===== src/rtl/decoder_pkg.sv =====
`default_nettype none
// decoder_pkg: RV32I major opcodes and immediate-format codes shared by the decode stage.
package decoder_pkg;

  localparam logic [6:0] OP_IMM   = 7'b0010011;
  localparam logic [6:0] OP       = 7'b0110011;
  localparam logic [6:0] LOAD     = 7'b0000011;
  localparam logic [6:0] STORE    = 7'b0100011;
  localparam logic [6:0] BRANCH   = 7'b1100011;
  localparam logic [6:0] JAL      = 7'b1101111;
  localparam logic [6:0] JALR     = 7'b1100111;
  localparam logic [6:0] LUI      = 7'b0110111;
  localparam logic [6:0] AUIPC    = 7'b0010111;
  localparam logic [6:0] SYSTEM   = 7'b1110011;
  localparam logic [6:0] MISC_MEM = 7'b0001111;

  typedef enum logic [2:0] {
    FMT_R       = 3'd0,
    FMT_I       = 3'd1,
    FMT_S       = 3'd2,
    FMT_B       = 3'd3,
    FMT_U       = 3'd4,
    FMT_J       = 3'd5,
    FMT_ILLEGAL = 3'd7
  } fmt_t;

endpackage : decoder_pkg
`default_nettype wire


===== src/rtl/decoder_imm_gen.sv =====
`default_nettype none
// imm_gen: combinational RV32I immediate assembly and format classification.
module imm_gen
  import decoder_pkg::*;
#(
  parameter int XLEN = 32
) (
  input  logic [31:0]     instruction,
  output logic [XLEN-1:0] imm,
  output fmt_t            fmt,
  output logic            illegal
);

  logic [6:0] w_opcode;
  logic [2:0] w_funct3;
  logic       w_sign;

  assign w_opcode = instruction[6:0];
  assign w_funct3 = instruction[14:12];
  assign w_sign   = instruction[31];

  always_comb begin
    imm     = '0;
    fmt     = FMT_ILLEGAL;
    illegal = 1'b0;
    case (w_opcode)
      OP_IMM: begin
        fmt = FMT_I;
        // Shift-immediates carry funct7 in [31:25]; only the shamt is the immediate.
        if (w_funct3 == 3'b001 || w_funct3 == 3'b101) begin
          imm = {27'd0, instruction[24:20]};
        end else begin
          imm = {{20{w_sign}}, instruction[31:20]};
        end
      end
      LOAD, JALR, SYSTEM, MISC_MEM: begin
        fmt = FMT_I;
        imm = {{20{w_sign}}, instruction[31:20]};
      end
      STORE: begin
        fmt = FMT_S;
        imm = {{20{w_sign}}, instruction[31:25], instruction[11:7]};
      end
      BRANCH: begin
        fmt = FMT_B;
        imm = {{19{w_sign}}, instruction[31], instruction[7],
               instruction[30:25], instruction[11:8], 1'b0};
      end
      LUI, AUIPC: begin
        fmt = FMT_U;
        imm = {instruction[31:12], 12'd0};
      end
      JAL: begin
        fmt = FMT_J;
        imm = {{11{w_sign}}, instruction[31], instruction[19:12],
               instruction[20], instruction[30:21], 1'b0};
      end
      OP: begin
        fmt = FMT_R;
      end
      default: begin
        fmt     = FMT_ILLEGAL;
        illegal = 1'b1;
      end
    endcase
  end

endmodule : imm_gen
`default_nettype wire


===== src/rtl/decoder.sv =====
`default_nettype none
// decoder: RV32I decode stage; raw field slicing plus immediate, registered with one cycle of latency.
module decoder
  import decoder_pkg::*;
#(
  parameter int XLEN = 32
) (
  input  logic            clk,
  input  logic            rst_n,
  input  logic [31:0]     instruction,
  input  logic            instr_valid,
  output logic            dec_valid,
  output logic [6:0]      opcode,
  output logic [4:0]      rd,
  output logic [2:0]      funct3,
  output logic [4:0]      rs1,
  output logic [4:0]      rs2,
  output logic [6:0]      funct7,
  output logic [XLEN-1:0] imm,
  output logic [2:0]      fmt,
  output logic            illegal
);

  logic [XLEN-1:0] w_imm;
  fmt_t            w_fmt;
  logic            w_illegal;

  logic            dec_valid_d, dec_valid_q;
  logic [6:0]      opcode_d, opcode_q;
  logic [4:0]      rd_d, rd_q;
  logic [2:0]      funct3_d, funct3_q;
  logic [4:0]      rs1_d, rs1_q;
  logic [4:0]      rs2_d, rs2_q;
  logic [6:0]      funct7_d, funct7_q;
  logic [XLEN-1:0] imm_d, imm_q;
  fmt_t            fmt_d, fmt_q;
  logic            illegal_d, illegal_q;

  imm_gen #(.XLEN(XLEN)) u_imm_gen (
    .instruction (instruction),
    .imm         (w_imm),
    .fmt         (w_fmt),
    .illegal     (w_illegal)
  );

  // Idle cycles drop dec_valid but keep the last decode visible.
  always_comb begin
    dec_valid_d = instr_valid;
    opcode_d    = opcode_q;
    rd_d        = rd_q;
    funct3_d    = funct3_q;
    rs1_d       = rs1_q;
    rs2_d       = rs2_q;
    funct7_d    = funct7_q;
    imm_d       = imm_q;
    fmt_d       = fmt_q;
    illegal_d   = illegal_q;
    if (instr_valid) begin
      opcode_d  = instruction[6:0];
      rd_d      = instruction[11:7];
      funct3_d  = instruction[14:12];
      rs1_d     = instruction[19:15];
      rs2_d     = instruction[24:20];
      funct7_d  = instruction[31:25];
      imm_d     = w_imm;
      fmt_d     = w_fmt;
      illegal_d = w_illegal;
    end
  end

  always_ff @(posedge clk or negedge rst_n) begin
    if (!rst_n) begin
      dec_valid_q <= 1'b0;
      opcode_q    <= '0;
      rd_q        <= '0;
      funct3_q    <= '0;
      rs1_q       <= '0;
      rs2_q       <= '0;
      funct7_q    <= '0;
      imm_q       <= '0;
      fmt_q       <= FMT_R;
      illegal_q   <= 1'b0;
    end else begin
      dec_valid_q <= dec_valid_d;
      opcode_q    <= opcode_d;
      rd_q        <= rd_d;
      funct3_q    <= funct3_d;
      rs1_q       <= rs1_d;
      rs2_q       <= rs2_d;
      funct7_q    <= funct7_d;
      imm_q       <= imm_d;
      fmt_q       <= fmt_d;
      illegal_q   <= illegal_d;
    end
  end

  assign dec_valid = dec_valid_q;
  assign opcode    = opcode_q;
  assign rd        = rd_q;
  assign funct3    = funct3_q;
  assign rs1       = rs1_q;
  assign rs2       = rs2_q;
  assign funct7    = funct7_q;
  assign imm       = imm_q;
  assign fmt       = fmt_q;
  assign illegal   = illegal_q;

endmodule : decoder
`default_nettype wire


===== config.mk =====
export PLATFORM = sky130hd
export DESIGN_NAME = decoder
export DESIGN_NICKNAME = d
export VERILOG_FILES = /design/src/rtl/decoder_pkg.sv /design/src/rtl/decoder_imm_gen.sv /design/src/rtl/decoder.sv
export SDC_FILE = /design/constraint.sdc
export NUM_CORES = 1
export LEC_CHECK = 0
export ABC_CLOCK_PERIOD_IN_PS = 1600
export BUFFER_PORTS_ARGS = -buffer_cell sky130_fd_sc_hd__buf_2
export CAP_MARGIN = 40
export CORE_ASPECT_RATIO = 1.2
export CORE_MARGIN = 2
export CORE_UTILIZATION = 50
export DETAILED_ROUTE_END_ITERATION = 16
export GPL_TIMING_DRIVEN = 1
export PLACE_DENSITY = 0.79
export SLEW_MARGIN = 20
export SYNTH_ARGS = -nofsm -noshare
export SYNTH_HDL_FRONTEND = slang
export SYNTH_SLANG_ARGS = --single-unit

===== constraint.sdc =====
create_clock -name clk -period 1.6 [get_ports clk]
set_input_delay 0.48 -clock clk [delete_from_list [all_inputs] [get_ports clk]]
set_output_delay 0.48 -clock clk [all_outputs]
set_load 0.02 [all_outputs]

### Word-level counts from Yosys, hierarchy flattened

Index checks and enable logic that the tools add are counted.

| storage, ports and cells | value |
|---|---|
| flip-flop bits (word level) | 69 |
| input bits | 35 |

| operators by class | value |
|---|---|
| equal/unequal tests | 13 |
| multiplexer cells | 4 |
| reductions and logical operators | 5 |

Operator list:

| cell | number |
|---|---|
| $pmux 32 s6 | 1 |
| $mux 32 | 1 |
| $eq 7x7->1 const B | 4 |
| $eq 7x6->1 const B | 3 |
| $pmux 3 s6 | 1 |
| $eq 7x5->1 const B | 2 |
| $reduce_or 11->1 | 1 |
| $eq 7x2->1 const B | 1 |
| $eq 7x4->1 const B | 1 |
| $reduce_or 5->1 | 1 |
| $reduce_or 4->1 | 1 |
| $eq 3x1->1 const B | 1 |
| $eq 3x3->1 const B | 1 |
| $reduce_or 2->1 | 1 |
| $logic_or 1x1->1 | 1 |
| $mux 1 | 1 |

### Logic depth before layout (Yosys ltp)

Gate-level depths: netlist (run 1).

| logic depth | value |
|---|---|
| depth in word-level cells | 4 |
| depth in mapped cells | 7 |
| depth with buffers taken out | 5 |

### Modules after synthesis

Synthesis (run 1) repeated with hierarchy kept, for this count alone.

| second synthesis, totals | value |
|---|---|
| cell total of the unflattened synthesis | 259 |
| area, all modules | 3,419.5 um2 |

By module, submodules not included:

| module | times used | cells an instance | area each (um2) |
|---|---|---|---|
| decoder | 1 | 145 | 2,640.0 |
| imm_gen | 1 | 114 | 779.5 |

### Least setup slack after synthesis (run 1)

OpenSTA, ideal clock, no wires.

| path | value |
|---|---|
| path type | input to register |
| from | in instruction[3] |
| to | reg imm_q[12], in the netlist imm[12] |
| arrival time | 1,792 ps |
| required time | 1,460 ps |
| path slack | -332 ps |
| cell stages on the path | 6 |
| cell sequence | buf_6 > and2_4 > a32o_1 > o41ai_4 > buf_6 > o22ai_2 |

| between the ends | value |
|---|---|
| longest elaborated chain between the ends | 3 |

Ends and longest elaborated chain:

| item | line | text |
|---|---|---|
| from (decl) | decoder.sv:10 | `input logic [31:0] instruction,` |
| $eq 7x2->1, or another cell as far along | decoder_imm_gen.sv:26 | `case (w_opcode)` |
| $reduce_or 4->1 or $reduce_or 2->1 (tied branches) | -- |  |
| $pmux 32 s6 (*) | decoder_imm_gen.sv:26 |  |
| to (signal assigned) | decoder.sv:91 | `imm_q <= imm_d;` |
| to (decl) | decoder.sv:35 | `logic [XLEN-1:0] imm_d, imm_q;` |

Every way passes the cells marked *; elsewhere a longest branch is shown, timed or not.
A chain may end at the register's enable or synchronous reset.

### Final worst setup path (run 1)

| path | value |
|---|---|
| from | in instruction[4] |
| to | reg imm_q[13], in the netlist imm[13] |

The elaborated chain is that of the path after synthesis.

==> impl_metrics.json, run 1 <==
{
  "status": "finished, final reports clean",
  "cp_slowest_stage_delay_ps": 320,
  "arrival_ps": 1790,
  "p_per_area_mw_per_mm2": 895.8,
  "synth-seq-cells": 69,
  "hold_class": "in -> reg",
  "skew_ps": 0,
  "synth.area.mux_share": 0.08575,
  "synth_area_leader_cell": "dfrtp_1",
  "die_x_um": 79.44,
  "die_h_um": 94.53,
  "io_pins": 104,
  "ctsHtreeMaxLevel": 3,
  "critPathKind": "in -> reg",
  "crit_cells": 7,
  "synthCells": 288,
  "multi_input_area_mm2": 0.001373,
  "start_kind": "input pin",
  "synth_area_per_cell_um2": 11.86,
  "die_area_mm2": 0.007509,
  "yosys.area_share.simple": 0.06559,
  "synth_flop_cell": "dfrtp_1",
  "first_pass_iters": 5,
  "maxCapViolCount": 0,
  "path_cells": "buf_2, nor3b_2, a32oi_2, o221ai_2, buf_4, a22oi_1, o22ai_2",
  "regArea_mm2": 0.001727,
  "endpoint_kind": "register",
  "path_buf_inv": 2,
  "crit_path_start": "instruction[4]",
  "ys_top_cells_by_area": "dfrtp_1 51%, mux2_2 8.6%, o22ai_2 7.3%, inv_1 4.6%, a22oi_2 3.3%",
  "overflow": 0,
  "synth_compound_area_frac": 0.2301,
  "synthAdderAreaFrac": 0,
  "wirelength_um": 8233,
  "synth_seq_area_share": 0.5057,
  "drive_gt1_frac": 0.5530,
  "grt_max_degree": 41,
  "antenna_found_initial": 0,
  "cts_buffer_depth": 2,
  "grt_usage": 0.2267,
  "holdPathStages": 2,
  "path_delay_family": "compound AO/OA/AOI/OAI gates",
  "grt_pass1_vias": 2737,
  "cts.sink_count": 69,
  "layout_setup_ws_ps": 28.73,
  "nets": 464,
  "hold_start": "instruction[18]",
  "clock_latency_ps": 340,
  "grt_pass1_wl_um": 13100,
  "area_growth_syn_to_layout_pct": 34.19,
  "required_ps": 1810,
  "setup-violations-final": 0,
  "hold_violations": 0,
  "drt-initial-drc-count": 135,
  "relSlewSlack": 0.6771,
  "yosys_warnings": 0,
  "vias_per_cell": 5.276,
  "r2r-start": "rs2[1]$_DFFE_PN0P_",
  "numCtsBuffers": 9,
  "pre_cts_slack_ps": -371.6,
  "synth_cell_types": 43,
  "core_mm2": 0.006730,
  "final-max-slew-violation-count": 0,
  "nFillCells": 513,
  "period_minus_slack_ps": 1571,
  "total_power_mw": 4.105,
  "ant_nets": 0,
  "num_antenna_cells": 0,
  "dpl.hpwl_um": 6086,
  "drcViolationCount": 0,
  "synth_top_family_by_area": "compound AO/OA/AOI/OAI gates",
  "placementRows": 33,
  "portBuffers": 103,
  "crit_path_max_fanout": 8,
  "netlist_area_mm2": 0.003415,
  "wire_per_inst_um": 15.80,
  "synth_top_cell_area_share": 0.5057,
  "rsz0062_at_grt": "yes",
  "leakagePower_nw": 2.130,
  "vias": 2749,
  "synth_edf_count": 0,
  "slowest_stage": "a32oi_2",
  "peakVddDrop_mv": 0.4991,
  "async_flop_share": 1.000,
  "gp_congestion": 0.8965,
  "min_period_over_period": 0.9820,
  "cts_tree": "yes",
  "synth-xor-area-share": 0.002565,
  "reg2regPathDepth": 1,
  "fmax_mhz": 636.4,
  "tightestPinTransition_ps": 484.4,
  "synthesis.nets": 323,
  "cts_root_buf": "clkbuf_8",
  "clk_pin_slew_worst_paths_ps": 80,
  "start_util": 0.5073
}
## registers in the layout (all words and copies together) (netlist names)
signal,cells
rs1,5
rs2,5
dec_valid,1
fmt,3
imm,32
funct3,3
funct7,7
illegal,1
opcode,7
rd,5
## report_power, final
group	switching (mW)	internal [mW]
sequential	0.0441	1.84
combinational	0.402	0.299
clock	0.671	0.853
total	1.12	2.99
## layout make-up
| type | instances | area share |
|---|---|---|
| flip-flops and latches | 69 | 0.3768 |
| inverters | 42 | 0.03441 |
| repair buffers | 153 | 0.2176 |
| clock buffers | 12 | 0.03605 |
| multi-input cells | 154 | 0.2996 |
| clock inverters | 4 | 0.01174 |
| well taps | 87 | 0.02376 |
## repair_timing
action | in CTS | in global routing
setup buffers | 0 | 1
gates resized for setup | 0 | 17
hold endpoints to repair | 13 | 0
hold buffers | 1 | 0
endpoints found under the setup margin | 0 | 31
## synthesized netlist by cell type (all sizes together), types with 2 or more instances
cell / number
dfrtp: 69
inv: 42
o22ai: 33
mux2: 26
a22oi: 19
nand2: 12
buf: 11
clkbuf: 11
nor2: 11
o21ai: 11
a32oi: 6
a21oi: 4
nor3: 4
and2: 3
o221ai: 3
a2bb2oi: 2
and3: 2
and3b: 2
nor2b: 2
## path summary, 6_finish.rpt
check	endpoint	slack [ps]
min in group asynchronous	funct7[5]$_DFFE_PN0P_	530
hold / removal	rs1[3]$_DFFE_PN0P_	390
setup reg to reg	rs2[1]$_DFFE_PN0P_	820
max in group asynchronous	imm[18]$_DFFE_PN0P_	600
setup / recovery	imm[13]$_DFFE_PN0P_	30
hold reg to reg	rs2[4]$_DFFE_PN0P_	500
## routing by layer
| layer | wire [um] | GRT usage | vias to the layer above |
|---|---|---|---|
| li1 | - | - | 1309 |
| met2 | 4169 | 0.3718 | 93 |
| met1 | 3498 | 0.2918 | 1332 |
| met5 | 0 | 0 | - |
| met4 | 163 | 0.1178 | 0 |
| met3 | 401 | 0.03155 | 15 |
## cell usage in the layout, fill, tap and decap left out, drive strengths merged, types with 3 or more instances in the layout
cell    synthesis  layout
buf            11     150
nand2          12      12
dfrtp          69      69
a21oi           4       4
nor3            4       4
nor2           11      11
o21ai          11      11
a32oi           6       6
inv            42      43
a22oi          19      19
and2            3       3
o221ai          3       3
clkbuf         11      14
o22ai          33      33
mux2           26      26
## logic make-up (layout without fill, tap and decap cells)
kind of cell,count (synthesis),in the layout
DFF,69,69
muxes,26,26
xor gates and xnor gates,1,1
AOI/OAI and AO/OA,85,85
buffers and inverters,65,211
and+or+nand+nor,42,42
## metrics by stage
stage	utilization	TNS (ps)	hold WS (ps)	std cells	cell area (um2)
global route	0.6808	-21.92	379.7	521	4582
CTS	0.6674	0	373.6	519	4492
floorplan	-	-6134	184.4	288	3456
detailed placement	0.6334	-10750	352.9	502	4263
finish	0.6808	0	385.1	521	4582
global placement	0.6334	-10020	347.4	502	4263
(Power assumes the default switching activity.)
==> inputs of run 2 (changes only) <==
- ABC_AREA: not set -> 1
- PLACE_DENSITY: 0.79 -> 0.78
==> impl_metrics.json, run 2 <==
{
  "synth_cell_types": 24,
  "placementRows": 34,
  "nets": 638,
  "synth_edf_count": 0,
  "async_flop_share": 1.000,
  "slowest_stage": "nand4_2",
  "cts.sink_count": 69,
  "synthesis.nets": 525,
  "critPathKind": "in -> reg",
  "min_period_over_period": 0.9120,
  "cts_setup_buffers": 0,
  "arrival_ps": 1700,
  "hold_class": "in -> async",
  "ys_top_cells_by_area": "dfrtp_1 46%, nand2_1 23%, nand3_1 8.0%, nand3_2 6.4%, nor2_1 3.3%",
  "die_x_um": 83.24,
  "yosys_warnings": 0,
  "layout_common_cells": "226 x nand2_1, 103 x buf_2, 69 x dfrtp_1",
  "p_sw_frac": 0.2817,
  "r2r-start": "opcode[5]$_DFFE_PN0P_",
  "switching_power_mw": 1.224,
  "leakagePower_nw": 2.932,
  "gp_congestion": 0.8597,
  "netlist_area_mm2": 0.003767,
  "setup-violations-final": 0,
  "io_pins": 104,
  "tightestPinTransition_ps": 362.6,
  "largest_reg_flops": 32,
  "grt_pass1_vias": 3469,
  "antenna_found_initial": 0,
  "wire_per_inst_um": 13.84,
  "overflow": 0,
  "required_ps": 1850,
  "synth_area_per_cell_um2": 7.688,
  "yosysMostFrequentCell": "nand2_1",
  "wirelength_um": 9657,
  "grt_pass1_wl_um": 16590,
  "area_growth_syn_to_layout_pct": 25.97,
  "grt_busiest_layer": "met2",
  "crit_path_start": "instruction[0]",
  "crit_path_max_fanout": 6,
  "pwr-share-comb": 0.157,
  "layout_setup_ws_ps": 140.8,
  "die_area_mm2": 0.008248,
  "r2r_slack_ps": 910,
  "grt_use_met3": 0.04439,
  "final-max-slew-violation-count": 0,
  "path_cells": "buf_2, nand2_2, inv_1, nand2_2, nor2_2, nor2_2, buf_4, nand4_2, nand3_1, nand2_1",
  "synth-seq-cells": 69,
  "reg2regPathDepth": 2,
  "pre_cts_slack_ps": -224.2,
  "cp_slowest_stage_delay_ps": 180,
  "portBuffers": 103,
  "synth_area_leader_cell": "dfrtp_1",
  "start_util": 0.5179,
  "num_antenna_cells": 0,
  "seq_power_share": 0.438,
  "numCtsBuffers": 9,
  "total_power_mw": 4.346,
  "synth_flop_cell": "dfrtp_1",
  "fmax_mhz": 685.3,
  "drt-initial-drc-count": 260,
  "skew_ps": 0,
  "vias_per_cell": 5.202,
  "final_util": 0.6524,
  "p_per_area_mw_per_mm2": 915.7,
  "rsz0062_at_grt": "no",
  "cts_tree": "yes",
  "grt_usage": 0.2519,
  "synth_common_cells": "226 x nand2_1, 69 x dfrtp_1, 60 x nand3_1",
  "regToRegEndpoint": "opcode[5]$_DFFE_PN0P_",
  "relSlewSlack": 0.7583,
  "cts_root_buf": "clkbuf_8",
  "dpl.hpwl_um": 6826,
  "instances_no_fill": 698,
  "clock_latency_ps": 340,
  "met2_usage": 0.4007,
  "grt_max_degree": 76,
  "grt_util_met1": 0.3330,
  "die_h_um": 99.09,
  "power_frac_clock": 0.405,
  "cts_buffer_depth": 2,
  "synth_top_cell_area_share": 0.4583,
  "status": "finished, final reports clean",
  "first_pass_iters": 4,
  "mostFrequentLayoutCell": "nand2_1",
  "synth_seq_area_share": 0.4583,
  "core_mm2": 0.007274,
  "endpoint_kind": "register",
  "ctsHtreeMaxLevel": 3,
  "p_int_mw": 3.122,
  "start_kind": "input pin",
  "drcViolationCount": 0,
  "drive_gt1_frac": 0.3224,
  "peakVddDrop_mv": 0.7599,
  "vias": 3631,
  "ant_nets": 0,
  "maxCapViolCount": 0,
  "period_minus_slack_ps": 1459,
  "clk_pin_slew_worst_paths_ps": 80,
  "synthCells": 490,
  "hold_violations": 0,
  "placedCellCount": 682
}
-- run 2: cell types whose count changed after synthesis, sizes merged, moves of 24 or more --
cell	previous run	this run
mux2	26	0
inv	42	18
nand3	0	84
nor2	11	40
nand2	12	231
o22ai	33	0
-- run 2: kinds of logic after synthesis --
logic type	count (synthesis)	share of synthesized area
flip-flops	69	0.4583
AO/OA/AOI/OAI	13	0.02092
AND/OR/NAND/NOR	360	0.4440
buffers and inverters	48	0.07672
-- run 2: routing by layer --
layer | wire length [um] | part of all wire
met1 | 4154 | 0.43
met2 | 4630 | 0.48
met3 | 552 | 0.057
met4 | 318 | 0.033
met5 | 0 | 0
-- run 2: final cells by class --
type | count | area (um2)
inverters | 18 | 67.56
fillers | 653 | 2529
flip-flops and latches | 69 | 1727
clock buffers | 9 | 123.9
clock inverters | 7 | 121.4
repair buffers | 132 | 833.3
well taps | 90 | 112.6
multi-input cells | 373 | 1760
-- run 2: worst max-delay path, delay by kind of cell --
kind	cells	cell delay, ps
buffers and inverters	3	330
and+or+nand+nor	7	880
-- run 2: how the worst max path moves through the flow --
stage / endpoint / slack (ps)
after floorplan: imm[23]$_DFFE_PN0P_ / 80
after global placement: imm[31]$_DFFE_PN0P_ / -190
after detailed placement: imm[31]$_DFFE_PN0P_ / -220
after CTS: imm[27]$_DFFE_PN0P_ / 130
after global routing: imm[9]$_DFFE_PN0P_ / 60
final: imm[9]$_DFFE_PN0P_ / 140
-- run 2: metrics by stage --
stage	hold WS [ps]	TNS, ps	instance area (um2)
3_3_place_gp	448.0	-5120	4492
2_1_floorplan	184.4	0	3767
6_report	134.0	0	4746
3_5_place_dp	456.0	-6217	4492
5_1_grt	167.7	0	4746
4_1_cts	139.1	0	4737
-- run 2: power groups by stage --
stage,registers [mW],clock network (mW),logic (mW)
after floorplan,2.07,0,0.236
after global placement,1.94,0,0.675
after detailed placement,1.94,0,0.686
after CTS,1.90,1.79,0.687
after global routing,1.92,1.87,0.749
final,1.90,1.76,0.683
-- run 2: what timing repair did --
| item | 4_1_cts | 5_1_grt |
|---|---|---|
| endpoints found under the setup margin | 0 | 5 |
| hold buffers | 0 | 0 |
| resized for setup | 0 | 1 |
==> inputs of run 3 (changes only) <==
- CORE_UTILIZATION: 50 -> 57
- CTS_CLUSTER_DIAMETER: not set -> 60
- PLACE_DENSITY: 0.78 -> 0.87
==> impl_metrics.json, run 3 (same netlist as run 2, synthesis figures left out) <==
{
  "rsz0062_at_grt": "no",
  "grt_pass1_vias": 3527,
  "reg2regPathDepth": 2,
  "cts.sink_count": 69,
  "antenna_found_initial": 0,
  "tightestPinTransition_ps": 411.2,
  "path_delay_family": "simple AND/OR/NAND/NOR gates",
  "io_pins": 104,
  "wire_per_inst_um": 14.14,
  "path_cells": "buf_2, nand2_2, inv_1, nand2_2, nor2_2, nor2_2, nand2_4, nand2_4, nand3_2, nand2_1, nand2_1",
  "pwr-share-comb": 0.171,
  "cp_slowest_stage_delay_ps": 270,
  "mostFrequentLayoutCell": "nand2_1",
  "die_x_um": 78.22,
  "start_util": 0.5881,
  "seq_power_share": 0.477,
  "r2r_slack_ps": 940,
  "r2r-start": "opcode[6]$_DFFE_PN0P_",
  "endpoint_kind": "register",
  "cts_setup_buffers": 0,
  "cts_tree": "yes",
  "relSlewSlack": 0.7252,
  "arrival_ps": 1720,
  "placed_area_mm2": 0.004466,
  "required_ps": 1840,
  "dpl.hpwl_um": 6898,
  "peakVddDrop_mv": 0.6566,
  "drcViolationCount": 0,
  "leakagePower_nw": 2.906,
  "skew_ps": 0,
  "drt-initial-drc-count": 231,
  "dr_wl_met2_um": 4922,
  "first_pass_iters": 4,
  "hold_buffers": 0,
  "largest_reg_flops": 32,
  "period_minus_slack_ps": 1475,
  "gp_congestion": 0.9085,
  "nFillCells": 533,
  "regToRegEndpoint": "opcode[6]$_DFFE_PN0P_",
  "portBuffers": 103,
  "hold_class": "in -> async",
  "top_layer": "met4",
  "num_antenna_cells": 0,
  "maxCapViolCount": 0,
  "drive_gt1_frac": 0.3180,
  "final-max-slew-violation-count": 0,
  "wirelength_um": 9783,
  "start_kind": "input pin",
  "area_growth_syn_to_layout_pct": 23.65,
  "switching_power_mw": 1.163,
  "critPathKind": "in -> reg",
  "die_area_mm2": 0.007278,
  "holdWs_ps": 137.9,
  "slowest_stage": "nand2_4",
  "status": "finished, final reports clean",
  "ctsHtreeMaxLevel": 3,
  "grt_usage": 0.2896,
  "fmax_mhz": 677.8,
  "p_sw_frac": 0.2909,
  "overflow": 0,
  "crit_path_max_fanout": 21,
  "die_h_um": 93.06,
  "placementRows": 32,
  "p_int_mw": 2.834,
  "cts_buffer_depth": 2,
  "ant_nets": 0,
  "cts_resized": 0,
  "numCtsBuffers": 9,
  "hold_violations": 0,
  "wl_met3_um": 600,
  "power_frac_clock": 0.352,
  "final_util": 0.7271,
  "p_per_area_mw_per_mm2": 858.0,
  "cts_root_buf": "clkbuf_8",
  "core_mm2": 0.006406,
  "layout_common_cells": "226 x nand2_1, 103 x buf_2, 69 x dfrtp_1",
  "grt_pass1_wl_um": 16420,
  "min_period_over_period": 0.9221,
  "clk_pin_slew_worst_paths_ps": 70,
  "grt_max_degree": 76,
  "nets": 637,
  "path_buf_inv": 2,
  "wl_met1_um": 4006,
  "vias_per_cell": 5.250,
  "vias": 3633,
  "clock_latency_ps": 340,
  "final_area_mm2": 0.004658,
  "setup-violations-final": 0
}
## run 3: cell types whose count changed in the layout (fill, tap and decap cells not counted), sizes merged
cell and change:
buf -1, bufinv -2, clkbuf +3, clkinvlp +1
inv -2
## run 3: worst max path at each step
stage                          end  cells after the start      startpoint
2_1_floorplan  imm[23]$_DFFE_PN0P_                     11  instruction[0]
3_3_place_gp   imm[31]$_DFFE_PN0P_                     11  instruction[0]
3_5_place_dp   imm[31]$_DFFE_PN0P_                     11  instruction[0]
4_1_cts        imm[17]$_DFFE_PN0P_                     11  instruction[0]
5_1_grt        imm[17]$_DFFE_PN0P_                     11  instruction[0]
6_report       imm[30]$_DFFE_PN0P_                     11  instruction[0]
## run 3: final cells by class
cell class,instances,area (um2),area share
Multi-Input combinational cell,373,1752,0.3760
Clock inverter,4,47.55,0.01021
Clock buffer,12,145.1,0.03116
Tap cell,85,106.4,0.02283
Sequential cell,69,1727,0.3707
Inverter,18,67.56,0.01450
Timing Repair Buffer,131,813.3,0.1746
## run 3: power groups by stage
stage | clock network [mW] | logic (mW) | registers, mW
2_1_floorplan | 0 | 0.236 | 2.07
3_3_place_gp | 0 | 0.671 | 1.93
3_5_place_dp | 0 | 0.687 | 1.94
4_1_cts | 1.43 | 0.689 | 1.91
5_1_grt | 1.51 | 0.753 | 1.92
6_report | 1.41 | 0.684 | 1.91
## run 3: worst register-to-register path, cell delays in order, from the launching register on
cell and delay [ps]:
dfrtp_1 380, nand2_1 60, o21ai_0 90
## run 3: metrics by stage
step,TNS [ps],cells,worst slack (ps),power (mW)
after CTS,0,692,147.0,4.020
after global routing,0,692,6.699,4.176
after detailed placement,-6416,676,-226.8,2.624
after floorplan,0,490,77.14,2.308
after global placement,-5069,676,-202.4,2.605
final,0,692,124.7,3.997
## run 3: routing by layer
layer / vias up / track usage
li1: 1763 / -
met1: 1697 / 0.3604
met2: 150 / 0.4914
met3: 23 / 0.05598
met4: 0 / 0.1272
met5: - / 0
